===== src/rtl/pipeline_run_ctrl.sv =====
// Run/step controller for the 5-stage MIPS pipeline.
// It decodes UART command bytes and drives the global pipeline enable and
// flush. On HALT or a break command it drains or freezes the pipe, then
// passes control to the UART debug dumper through a req/ack handshake.
module pipeline_run_ctrl #(
    parameter logic [7:0] CMD_RUN      = 8'h52,
    parameter logic [7:0] CMD_STEP     = 8'h53,
    parameter logic [7:0] CMD_BREAK    = 8'h42,
    parameter logic [7:0] CMD_CLEAR    = 8'h43,
    parameter int         DRAIN_CYCLES = 4,
    parameter int         CNT_W        = 32
) (
    input  logic             clk,
    input  logic             reset,
    input  logic [7:0]       rx_data,
    input  logic             rx_valid,
    input  logic             halt_fetched,
    input  logic             dump_ack,
    output logic             pipe_en,
    output logic             pipe_flush,
    output logic             dump_req,
    output logic             busy,
    output logic [2:0]       state,
    output logic [CNT_W-1:0] cycle_count
);

    // The drain counter must hold DRAIN_CYCLES-1.
    localparam int DW = (DRAIN_CYCLES > 2) ? $clog2(DRAIN_CYCLES) : 1;
    localparam logic [DW-1:0] DRAIN_LOAD = DW'(DRAIN_CYCLES - 1);

    typedef enum logic [2:0] {
        S_IDLE  = 3'd0,
        S_RUN   = 3'd1,
        S_STEP  = 3'd2,
        S_DRAIN = 3'd3,
        S_DUMP  = 3'd4,
        S_FLUSH = 3'd5
    } state_t;

    state_t            state_q;
    logic [DW-1:0]     drain_q;
    logic [CNT_W-1:0]  cycle_cnt_q;
    logic [CNT_W-1:0]  cycle_cnt_d;

    // The counter sticks at all-ones instead of wrapping.
    function automatic logic [CNT_W-1:0] sat_inc(input logic [CNT_W-1:0] v);
        return (&v) ? v : v + CNT_W'(1);
    endfunction

    // Command FSM and drain counter; HALT takes priority over a break in RUN.
    always_ff @(posedge clk or posedge reset) begin
        if (reset) begin
            state_q <= S_IDLE;
            drain_q <= '0;
        end else begin
            case (state_q)
                S_IDLE: begin
                    if (rx_valid) begin
                        if (rx_data == CMD_RUN)        state_q <= S_RUN;
                        else if (rx_data == CMD_STEP)  state_q <= S_STEP;
                        else if (rx_data == CMD_CLEAR) state_q <= S_FLUSH;
                    end
                end
                S_RUN: begin
                    if (halt_fetched) begin
                        state_q <= S_DRAIN;
                        drain_q <= DRAIN_LOAD;
                    end else if (rx_valid && rx_data == CMD_BREAK) begin
                        state_q <= S_DUMP;
                    end
                end
                S_STEP: begin
                    if (halt_fetched) begin
                        state_q <= S_DRAIN;
                        drain_q <= DRAIN_LOAD;
                    end else begin
                        state_q <= S_DUMP;
                    end
                end
                S_DRAIN: begin
                    if (drain_q == '0) state_q <= S_DUMP;
                    else               drain_q <= drain_q - DW'(1);
                end
                S_DUMP: begin
                    if (dump_ack) state_q <= S_IDLE;
                end
                S_FLUSH: state_q <= S_IDLE;
                default: state_q <= S_IDLE;
            endcase
        end
    end

    // Moore outputs decoded from the state register only.
    assign pipe_en    = (state_q == S_RUN) || (state_q == S_STEP) || (state_q == S_DRAIN);
    assign pipe_flush = (state_q == S_FLUSH);
    assign dump_req   = (state_q == S_DUMP);
    assign busy       = (state_q != S_IDLE);
    assign state      = state_q;

    // Next cycle count: cleared by FLUSH, bumped on every enabled clock.
    always_comb begin
        cycle_cnt_d = cycle_cnt_q;
        if (state_q == S_FLUSH) cycle_cnt_d = '0;
        else if (pipe_en)       cycle_cnt_d = sat_inc(cycle_cnt_q);
    end

    // Cycle counter register.
    always_ff @(posedge clk or posedge reset) begin
        if (reset) cycle_cnt_q <= '0;
        else       cycle_cnt_q <= cycle_cnt_d;
    end

    assign cycle_count = cycle_cnt_q;

endmodule


===== config.mk =====
export PLATFORM = sky130hd
export DESIGN_NAME = pipeline_run_ctrl
export DESIGN_NICKNAME = d
export VERILOG_FILES = /design/src/rtl/pipeline_run_ctrl.sv
export SDC_FILE = /design/constraint.sdc
export NUM_CORES = 1
export LEC_CHECK = 0
export ABC_AREA = 1
export BUFFER_PORTS_ARGS = -buffer_cell sky130_fd_sc_hd__buf_2
export CAP_MARGIN = 20
export CORE_MARGIN = 4
export CORE_UTILIZATION = 30
export CTS_CLUSTER_SIZE = 40
export DETAILED_ROUTE_END_ITERATION = 7
export HOLD_SLACK_MARGIN = 0.12
export SYNTH_ARGS = -nofsm -noshare
export SYNTH_HDL_FRONTEND = slang
export SYNTH_SLANG_ARGS = --single-unit

===== constraint.sdc =====
create_clock -name clk -period 1.9 [get_ports clk]
set_input_delay 0.095 -clock clk [delete_from_list [all_inputs] [get_ports clk]]
set_output_delay 0.095 -clock clk [all_outputs]
set_load 0.03 [all_outputs]

======== After elaboration in Yosys (flattened, before gate mapping) ========
Index checks and enable logic that the tools add are counted.
storage, ports and cells
  bits in read-only memories .............. 0
  bits in latches ......................... 0
  input port bits ......................... 13
  memories ................................ 0
  logic and storage cells ................. 51
  register bits after elaboration ......... 37
  RAM bits ................................ 0
cells by class
  eq/ne operators ......................... 17
  div/mod/pow operators ................... 0
  bitwise operators ....................... 0
  multiply operators ...................... 0
  reductions and logical operators ........ 13
  magnitude comparators ................... 0
  multiplexer cells ....................... 16
  add/subtract/negate cells ............... 2
  shifts and indexed selects .............. 0
operators with widths
  cell                     number
  $mux W32                 3
  $add A32 B1 Y32 const B  1
  $eq A8 B7 Y1 const B     4
  $reduce_and A32 Y1       1
  $mux W3                  9
  $pmux W3 S5              1
  $ne A2 B2 Y1 const B     5
  $eq A3 B2 Y1 const B     2
  $eq A3 B3 Y1 const B     2
  $reduce_and A5 Y1        1
  $mux W2                  2
  $ne A4 B4 Y1 const B     1
  $pmux W2 S2              1
  $reduce_bool A2 Y1       2
  $eq A3 B1 Y1 const B     1
  $logic_not A3 Y1         1
  $ne A3 B3 Y1 const B     1
  $reduce_and A3 Y1        1
  $reduce_bool A3 Y1       1
  $logic_not A2 Y1         1
  $logic_or A1 B1 Y1       2
  $ne A2 B1 Y1 const B     1
  $reduce_and A2 Y1        1
  $reduce_or A2 Y1         1
  2 further kinds          2

======== Longest topological paths before layout ========
Gate-level depths: netlist of the first run.
  word-level depth ........................ 6
  mapped depth ............................ 11
  mapped depth without buffers ............ 10

======== Least setup slack after synthesis of the first run ========
OpenSTA, ideal clock, no wires.
  path type ............................... reg-to-reg
  start ................................... register cycle_cnt_q[0] (netlist: cycle_count[0])
  end ..................................... register cycle_cnt_q[15] (netlist: cycle_count[15])
  setup slack ............................. -47 ps
  data arrival time ....................... 1,830 ps
  clock period less this slack ............ 1,947 ps
  cell stages (with the launch flop) ...... 12
  buffers on the path ..................... 1
  library setup time ...................... 118 ps
  cells stage by stage .................... dfrtp_1 ha_1 inv_2 nor2_8 nand2_4 nor2_8 nand3_4 nand2_4 inv_2 buf_6 nand3_1 nand2_1
between the ends
  longest elaborated chain between the ends .. 4
  elaborated cells between the ends (all ways) .. 7
RTL lines
  what                      line  text
  start: declaration        42    logic [CNT_W-1:0] cycle_cnt_q;
  start signal: assignment  110   else cycle_cnt_q <= cycle_cnt_d;
  $add A32 B1 Y32           47    return (&v) ? v : v + CNT_W'(1);
  $mux W32                  47
  $mux W32                  104   else if (pipe_en) cycle_cnt_d = sat_inc(cycle_cnt_q);
  $mux W32                  103   if (state_q == S_FLUSH) cycle_cnt_d = '0;
Parallel ways exist; a longest one is shown, timed or not. The select of a mux whose other input is x is not followed.
A chain may end at the register's enable or synchronous reset.

======== Worst setup path in the final report of the first run ========
  start ................................... register state_q[1] (netlist: state[1])
  end ..................................... output port pipe_flush
between the ends
  longest elaborated chain between the ends .. 1
RTL lines
  what                      line  text
  start: declaration        40    state_t state_q;
  start signal: assignment  53    state_q <= S_IDLE;
  start signal: assignment  59    if (rx_data == CMD_RUN) state_q <= S_RUN;
  start signal: assignment  60    else if (rx_data == CMD_STEP) state_q <= S_STEP;
  $eq A3 B3 Y1              95    assign pipe_flush = (state_q == S_FLUSH);
  end: declaration          20    output logic pipe_flush,
No other way between the ends.

==> results of run 1 <==
-- cell families after synthesis --
| group | Yosys count | share of synthesized area |
|---|---|---|
| xor+xnor | 13 | 0.04282 |
| buf+inv | 50 | 0.08612 |
| fa+ha+maj | 2 | 0.009410 |
| simple gates | 290 | 0.4607 |
| compound gates | 27 | 0.05270 |
| flops | 37 | 0.3482 |
-- worst paths after layout --
| check | endpoint | cells after the start |
|---|---|---|
| min in group asynchronous | drain_q[0]$_DFFE_PP0P_ | 4 |
| worst min-delay path | state[2]$_DFFE_PP0P_ | 4 |
| max in group asynchronous | cycle_count[0]$_DFFE_PP0P_ | 4 |
| worst max register to register | cycle_count[21]$_DFFE_PP0P_ | 9 |
| worst min register to register | drain_q[0]$_DFFE_PP0P_ | 1 |
| worst max-delay path | pipe_flush | 4 |
-- layer usage --
metal  vias to the layer above  global-route usage
met5                         -                   0
met4                         0             0.05146
met3                        14             0.02321
met2                        81              0.2464
met1                      1272              0.2037
li1                       1457                   -
-- sequential cells by signal, indices dropped and copies added, names as in the netlist --
register and count:
drain_q 2, state 3, cycle_count 32
-- critical path, cell delays in order, from the launching register on --
cell      delay, ns
dfrtp_1        0.46
inv_1          0.09
nand3_1        0.23
clkinv_1       0.32
buf_2          0.28
-- cell usage after synthesis (all sizes together) --
master / instances / share of area
nor4: 1 / 0.0024
clkbuf: 2 / 0.0028
o21ai: 22 / 0.041
or2: 1 / 0.0024
inv: 41 / 0.058
clkinv: 1 / 0.0014
nor3: 2 / 0.0038
buf: 6 / 0.024
nand3: 41 / 0.082
dfrtp: 37 / 0.35
nand2: 164 / 0.24
xor2: 10 / 0.033
nand3b: 2 / 0.0056
a21oi: 3 / 0.0056
ha: 2 / 0.0094
o21bai: 2 / 0.0056
xnor2: 3 / 0.0099
nor2: 77 / 0.12
nand4: 2 / 0.0047
-- cell type report --
type,instances,area share
clock inverters,3,0.01952
clock buffers,5,0.02065
inverters,42,0.04730
flip-flops and latches,37,0.2785
multi-input cells,332,0.4576
repair buffers,75,0.1359
well taps,108,0.04054
-- repair_timing --
| item | CTS | global route |
|---|---|---|
| buffers inserted | 0 | 0 |
| endpoints found under the setup margin | 0 | 22 |
| hold endpoints to repair | 38 | 0 |
| gates resized for setup | 0 | 5 |
| hold buffers | 2 | 0 |
-- report_power, final --
group	internal [µW]	switching [µW]
logic	445	1040
clock network	522	306
registers	878	124
total	1850	1470
-- per-stage QoR --
step | hold slack, ns | util | cells | setup WS [ns]
final | 0.1668 | 0.3841 | 602 | 0.1277
after global routing | 0.2208 | 0.3841 | 602 | -0.001479
after CTS | 0.1571 | 0.3819 | 602 | 0.09719
after detailed placement | 0.2451 | 0.3642 | 592 | 0.1189
after global placement | 0.2362 | 0.3642 | 592 | 0.1451
after floorplan | 0.2746 | - | 419 | 0.08085
==> results.json, run 1 <==
{
  "syn_inst": 419,
  "wl_met1_mm": 3.513,
  "path_clk_slew_ns": 0.08,
  "clk_path_buf_depth": 2,
  "routedWlPerCell_um": 12.55,
  "startpoint_type": "flop",
  "ys_warn_count": 0,
  "floorplan.die_area_um2": 10430,
  "vias_per_cell": 4.691,
  "grt_overflow": 0,
  "syn_area_um2": 2659,
  "hold_start": "halt_fetched",
  "post-dp-hpwl_mm": 6.049,
  "final_common_cell": "nand2_1",
  "cp_max_fo": 9,
  "cts_sinks": 37,
  "dr_wl_met3_um": 392,
  "register_area_um2": 928.4,
  "finalCriticalPeriod_ns": 1.772,
  "fill_cells": 963,
  "critical_path_class": "reg2out",
  "dr.max_layer_used": "met4",
  "drt_iter0_drc": 146,
  "ir_drop_uv": 645.0,
  "initial_core_util": 0.3064,
  "multiInputGateArea_um2": 1525,
  "antenna_cells": 0,
  "place.gp.congestion": 0.8999,
  "routed_wirelength_mm": 7.553,
  "vias": 2824,
  "grt_pass1_wl_mm": 12.50,
  "crit_arrival_ns": 1.68,
  "fp.dieW_um": 102.1,
  "cts_root_buf": "clkbuf_8",
  "io_buffers": 51,
  "hold_violations": 0,
  "final_area_um2": 3333,
  "die_h_um": 102.1,
  "timing.slew.headroom": 0.6874,
  "ys_ff_latch": 37,
  "place_area_um2": 3161,
  "final_cell_mix": "160 x nand2_1, 70 x nor2_1, 51 x buf_2",
  "r2r_slack_ns": 0.14,
  "routed-wl-met2_mm": 3.514,
  "max_slew.worst_pin.slew_ns": 0.4690,
  "max_freq_ghz": 0.5642,
  "grt_max_degree": 38,
  "outcome": "finished clean",
  "drtAntennaViolNets": 0,
  "cp.required_ns": 1.80,
  "drive_gt1_frac": 0.1984,
  "grt_pass1_vias": 2643,
  "r2r_start": "cycle_count[0]$_DFFE_PP0P_",
  "setup_tns_ns": 0,
  "ys_seq_area_frac": 0.3482,
  "fin_crit_sh": 0.9328,
  "skew_ns": 0.008202,
  "ioPinCount": 52,
  "syn-num-nets": 434,
  "ys_types": 27,
  "drc_errors": 0,
  "total_power_uw": 3310,
  "cap_violations": 0,
  "firstDrtPassIters": 5,
  "antenna_found_initial": 0,
  "cp-end-kind": "output port",
  "critPathLaunch": "state[1]$_DFFE_PP0P_",
  "rows": 34,
  "core-area_um2": 8678,
  "syn_to_final_growth_pct": 25.36,
  "finalSetupViolCount": 0,
  "nets": 508,
  "synthesis.area_per_instance_um2": 6.346,
  "cts_tree": "yes",
  "worst_hold_path_type": "in2reg",
  "htree_levels": 2,
  "leakage_uw": 0.001672,
  "numCtsBuffers": 5,
  "grtUsageTotal": 0.1508,
  "clock_latency_ns": 0.30,
  "slew_violations": 0,
  "p_per_area_nw_per_um2": 993.2
}
Power figures use the tool's default switching activity.
==> run 2, diff against run 1 <==
==> constraint.sdc (replaced) <==
create_clock -name clk -period 1.8 [get_ports clk]
set_input_delay 0.09 -clock clk [delete_from_list [all_inputs] [get_ports clk]]
set_output_delay 0.09 -clock clk [all_outputs]
set_load 0.03 [all_outputs]
==> run 2 against run 1 <==
Net effect:
- final cell count increased by 2.0%
- core utilization increased by 1.1 points
- first-iteration DRC count increased by 39%
- critical path depth increased by 6
- clock power decreased by 7.7%
- total power increased by 4.6%
- global-route usage increased by 0.83 points
- non-clock buffer count increased by 12
- via count increased by 2.6%
- sequential share of layout area decreased by 0.75 points
- sequential cell count unchanged
- clock skew decreased by 0.00057 ns
- critical path type is now reg2reg
- largest power group unchanged
- highest routed layer unchanged
==> results.json, run 2 (same netlist as run 1, synthesis figures left out) <==
{
  "cp_top_family": "simple AND/OR/NAND/NOR gates",
  "initial_core_util": 0.3064,
  "slew_violations": 0,
  "hold-path-cell-count": 4,
  "clk_path_buf_depth": 2,
  "reg2reg_depth": 10,
  "cp-end-kind": "flop",
  "max_slew.worst_pin.slew_ns": 0.4932,
  "syn_to_final_growth_pct": 28.99,
  "rsz0062_at_grt": "no",
  "postCtsSetupBuffers": 0,
  "rows": 34,
  "cts_sinks": 37,
  "finalSetupViolCount": 0,
  "vias": 2897,
  "cts_root_buf": "clkbuf_8",
  "largest_reg_flops": 32,
  "critPathSlowestCell": "dfrtp_2",
  "r2r_start": "cycle_count[0]$_DFFE_PP0P_",
  "cp.required_ns": 1.99,
  "hold_violations": 0,
  "ioPinCount": 52,
  "path_buf_inv": 2,
  "grt_pass1_vias": 2767,
  "grt_pass1_wl_mm": 13.09,
  "drc_errors": 0,
  "core-area_um2": 8678,
  "fin_crit_sh": 0.9390,
  "cts_tree": "yes",
  "finalCriticalPeriod_ns": 1.690,
  "drt_iter0_drc": 203,
  "grt_overflow": 0,
  "antenna_found_initial": 0,
  "path_cells": "ha_2 > inv_2 > nor2_8 > nand2_4 > nor2_8 > nand3_4 > nand2_4 > inv_2 > nand3_1 > nand2_1",
  "skew_ns": 0.007629,
  "hold_ws_ns": 0.1914,
  "setup_tns_ns": 0,
  "grtUsageTotal": 0.1591,
  "firstDrtPassIters": 5,
  "critical_path_class": "reg2reg",
  "outcome": "finished clean",
  "post-dp-hpwl_mm": 6.386,
  "grt_max_degree": 38,
  "fill_cells": 967,
  "path_clk_slew_ns": 0.08,
  "startpoint_type": "flop",
  "leakage_uw": 0.001725,
  "max_freq_ghz": 0.5916,
  "critPathLaunch": "cycle_count[0]$_DFFE_PP0P_",
  "crit_arrival_ns": 1.88,
  "timing.slew.headroom": 0.6712,
  "hold_start": "halt_fetched",
  "clock_latency_ns": 0.29,
  "die_h_um": 102.1,
  "numCtsBuffers": 5,
  "slowest_delay_ns": 0.37,
  "htree_levels": 2,
  "routedWlPerCell_um": 13.04,
  "drive_gt1_frac": 0.2253,
  "ir_drop_uv": 798.4,
  "worst_hold_path_type": "in2reg",
  "nets": 520,
  "cap_violations": 0,
  "fp.dieW_um": 102.1,
  "antenna_cells": 0,
  "vias_per_cell": 4.718,
  "floorplan.die_area_um2": 10430,
  "routed_wirelength_mm": 8.004,
  "final_cell_mix": "160 x nand2_1, 69 x nor2_1, 51 x buf_2",
  "final_common_cell": "nand2_1",
  "r2r_slack_ns": 0.11,
  "cp_max_fo": 12,
  "io_buffers": 51,
  "min_to": "state[2]$_DFFE_PP0P_",
  "p_per_area_nw_per_um2": 1010,
  "drtAntennaViolNets": 0,
  "reg2reg_to": "cycle_count[30]$_DFFE_PP0P_",
  "place.gp.congestion": 0.8893
}
[run 2: cell type report]
class / count / area [µm²] / area share
multi-input combinational: 332 / 1531 / 0.4466
timing repair buffer: 87 / 555.5 / 0.1620
clock inverter: 1 / 30.03 / 0.008756
clock buffer: 7 / 86.33 / 0.02517
sequential: 37 / 929.6 / 0.2711
tap: 108 / 135.1 / 0.03940
inverter: 42 / 161.4 / 0.04706
[run 2: worst min-delay path: stages]
cell      delay, ns
buf_2          0.11
a21oi_1        0.07
nor2_1         0.10
o21bai_1       0.08
[run 2: worst max path at each step]
stage	endpoint	slack, ns	cells after the start
floorplan	cycle_count[15]$_DFFE_PP0P_	0.02	11
global placement	cycle_count[31]$_DFFE_PP0P_	0.07	8
detailed placement	cycle_count[31]$_DFFE_PP0P_	0.02	8
CTS	pipe_flush	0.003	4
global route	cycle_count[18]$_DFFE_PP0P_	0.01	10
finish	cycle_count[30]$_DFFE_PP0P_	0.11	10
[run 2: power by group]
part | internal [µW] | total [µW] | switching, µW
Clock | 452 | 763 | 311
Combinational | 521 | 1660 | 1140
Sequential | 928 | 1040 | 108
Total | 1900 | 3460 | 1560
[run 2: timing repair]
action | 4_1_cts | 5_1_grt
endpoints found under the hold margin | 38 | 0
hold buffers | 2 | 0
pin swaps | 0 | 0
endpoints found under the setup margin | 1 | 14
resized for setup | 1 | 8
[run 2: per-stage QoR]
| step | util | instances | setup WS, ns | area (µm²) | power, µW |
|---|---|---|---|---|---|
| 2_1_floorplan | - | 419 | 0.02390 | 2666 | 2286 |
| 3_3_place_gp | 0.3763 | 604 | 0.07180 | 3266 | 2686 |
| 3_5_place_dp | 0.3763 | 604 | 0.02452 | 3266 | 2711 |
| 4_1_cts | 0.3923 | 614 | 0.002564 | 3405 | 3494 |
| 5_1_grt | 0.3952 | 614 | 0.01349 | 3430 | 3734 |
| 6_report | 0.3952 | 614 | 0.1098 | 3430 | 3464 |
[run 2: per-layer routing]
metal / part of all wire / GRT usage / vias to the layer above
li1: - / - / 1468
met1: 0.45 / 0.2066 / 1324
met2: 0.48 / 0.2714 / 90
met3: 0.049 / 0.02457 / 15
met4: 0.022 / 0.05045 / 0
met5: 0 / 0 / -
==> run 3, diff against run 2 <==
--- a/config.mk
+++ b/config.mk
@@ -9,10 +9,11 @@
 export BUFFER_PORTS_ARGS = -buffer_cell sky130_fd_sc_hd__buf_2
 export CAP_MARGIN = 20
 export CORE_MARGIN = 4
-export CORE_UTILIZATION = 30
+export CORE_UTILIZATION = 56
 export CTS_CLUSTER_SIZE = 40
 export DETAILED_ROUTE_END_ITERATION = 7
 export HOLD_SLACK_MARGIN = 0.12
+export PLACE_DENSITY = 0.81
 export SYNTH_ARGS = -nofsm -noshare
 export SYNTH_HDL_FRONTEND = slang
 export SYNTH_SLANG_ARGS = --single-unit
==> run 3 against run 2 <==
Net effect:
- sequential cell count stayed put
- die area is 43% lower
- highest routed layer unchanged
- clock power is 21% lower
- final cell count is 12% lower
- fmax is 0.79% higher
- critical endpoint is now cycle_count[19]$_DFFE_PP0P_
- global-route usage is 9.9 points higher
- critical path depth is 1 lower
- critical path type unchanged
- clock-buffer cell count is 1 higher
- via count is 1.8% lower
- non-clock buffer count is 18 lower
==> results.json, run 3 (same netlist as run 1, synthesis figures left out) <==
{
  "antenna_found_initial": 0,
  "drt_iter0_drc": 163,
  "pwr-share-comb": 0.486,
  "io_buffers": 51,
  "core-area_um2": 4474,
  "hold_start": "halt_fetched",
  "leakage_uw": 0.001611,
  "grtUsageTotal": 0.2584,
  "clockPowerShare": 0.186,
  "firstDrtPassIters": 4,
  "instances_no_fill": 540,
  "ir_drop_uv": 1088,
  "swShare": 0.4614,
  "cp-end-kind": "flop",
  "slew_violations": 0,
  "final_common_cell": "nand2_1",
  "grt_overflow": 0,
  "worst_hold_path_type": "in2reg",
  "initial_core_util": 0.5942,
  "routed_wirelength_mm": 6.886,
  "vias_per_cell": 5.270,
  "drc_errors": 0,
  "r2r_slack_ns": 0.12,
  "fin_crit_sh": 0.9317,
  "syn_to_final_growth_pct": 19.67,
  "grt_max_degree": 38,
  "drive_gt1_frac": 0.1885,
  "ioPinCount": 52,
  "p_sw_uw": 1495,
  "finalSetupViolCount": 0,
  "reg2reg_depth": 9,
  "cp_max_fo": 24,
  "max_slew.worst_pin.slew_ns": 0.4703,
  "p_int_uw": 1745,
  "hold-path-cell-count": 4,
  "setup_tns_ns": 0,
  "reg2reg_to": "cycle_count[19]$_DFFE_PP0P_",
  "critical_path_class": "reg2reg",
  "skew_ns": 0.007776,
  "cts_tree": "yes",
  "place.gp.congestion": 0.9494,
  "antenna_cells": 0,
  "finalCriticalPeriod_ns": 1.677,
  "seq_power_share": 0.328,
  "cts_sinks": 37,
  "min_to": "state[2]$_DFFE_PP0P_",
  "max_freq_ghz": 0.5963,
  "floorplan.die_area_um2": 5914,
  "routedWlPerCell_um": 12.75,
  "path_clk_slew_ns": 0.07,
  "startpoint_type": "flop",
  "crit_arrival_ns": 1.84,
  "die_h_um": 76.91,
  "drtAntennaViolNets": 0,
  "numCtsBuffers": 5,
  "clock_latency_ns": 0.29,
  "post-dp-hpwl_mm": 5.401,
  "grt_pass1_wl_mm": 12.41,
  "outcome": "finished clean",
  "cp.required_ns": 1.96,
  "nets": 502,
  "htree_levels": 2,
  "hold_violations": 0,
  "cts_root_buf": "clkbuf_8",
  "rsz0062_at_grt": "no",
  "largest_reg_flops": 32,
  "fp.dieW_um": 76.91,
  "post-route-util": 0.7111,
  "placed_cells": 529,
  "r2r_start": "cycle_count[0]$_DFFE_PP0P_",
  "p_per_area_nw_per_um2": 1018,
  "cap_violations": 0,
  "grt_pass1_vias": 2749,
  "vias": 2846,
  "rows": 24,
  "clk_path_buf_depth": 2,
  "timing.slew.headroom": 0.6865,
  "final_cell_mix": "161 x nand2_1, 71 x nor2_1, 51 x buf_2"
}
-- run 3: layer usage --
| metal | routed length [µm] | track usage | vias up |
|---|---|---|---|
| li1 | - | - | 1440 |
| met1 | 2968 | 0.3217 | 1308 |
| met2 | 3268 | 0.4303 | 83 |
| met3 | 464 | 0.05504 | 15 |
| met4 | 184 | 0.1123 | 0 |
| met5 | 0 | 0 | - |
-- run 3: power groups by stage --
stage | clock network, µW | logic, µW | registers (µW)
finish | 602 | 1570 | 1060
global route | 654 | 1740 | 1080
CTS | 621 | 1560 | 1050
detailed placement | 0 | 1550 | 1070
global placement | 0 | 1520 | 1070
floorplan | 0 | 1100 | 1190
-- run 3: timing repair --
item                                    CTS  global route
resized for setup                         0             5
endpoints found under the setup margin    0            11
hold endpoints to repair                 38             0
setup buffers                             0             1
hold buffers                              2             0
-- run 3: how the worst max path moves through the flow --
stage,start,to,slack (ns)
final,cycle_count[0]$_DFFE_PP0P_,cycle_count[19]$_DFFE_PP0P_,0.12
after global routing,cycle_count[0]$_DFFE_PP0P_,cycle_count[19]$_DFFE_PP0P_,0.01
after CTS,state[1]$_DFFE_PP0P_,pipe_flush,0.04
after detailed placement,cycle_count[2]$_DFFE_PP0P_,cycle_count[15]$_DFFE_PP0P_,0.11
after global placement,cycle_count[2]$_DFFE_PP0P_,cycle_count[9]$_DFFE_PP0P_,0.16
after floorplan,cycle_count[0]$_DFFE_PP0P_,cycle_count[15]$_DFFE_PP0P_,0.02
-- run 3: layout make-up --
class,instances,area [µm²]
Multi-Input combinational cell,332,1514
Fill cell,385,1292
Clock buffer,8,90.09
Sequential cell,37,930.9
Inverter,42,161.4
Tap cell,52,65.06
Timing Repair Buffer,69,420.4
-- run 3: through the flow --
step | worst slack (ns) | instance area, µm² | power (µW) | hold WS (ns)
2_1_floorplan | 0.02390 | 2666 | 2286 | 0.2696
3_3_place_gp | 0.1634 | 3053 | 2588 | 0.2189
3_5_place_dp | 0.1077 | 3053 | 2620 | 0.2280
4_1_cts | 0.03901 | 3163 | 3234 | 0.1928
5_1_grt | 0.01175 | 3182 | 3472 | 0.2235
6_report | 0.1230 | 3182 | 3239 | 0.2020
-- run 3: worst max-delay path, cell delays in order, from the launching register on --
cell     delay (ns)
dfrtp_2        0.43
ha_2           0.21
inv_2          0.07
nor2_8         0.13
nand2_4        0.09
nor2_8         0.15
nand3_4        0.08
nand2_4        0.10
buf_12         0.15
o21ai_0        0.11
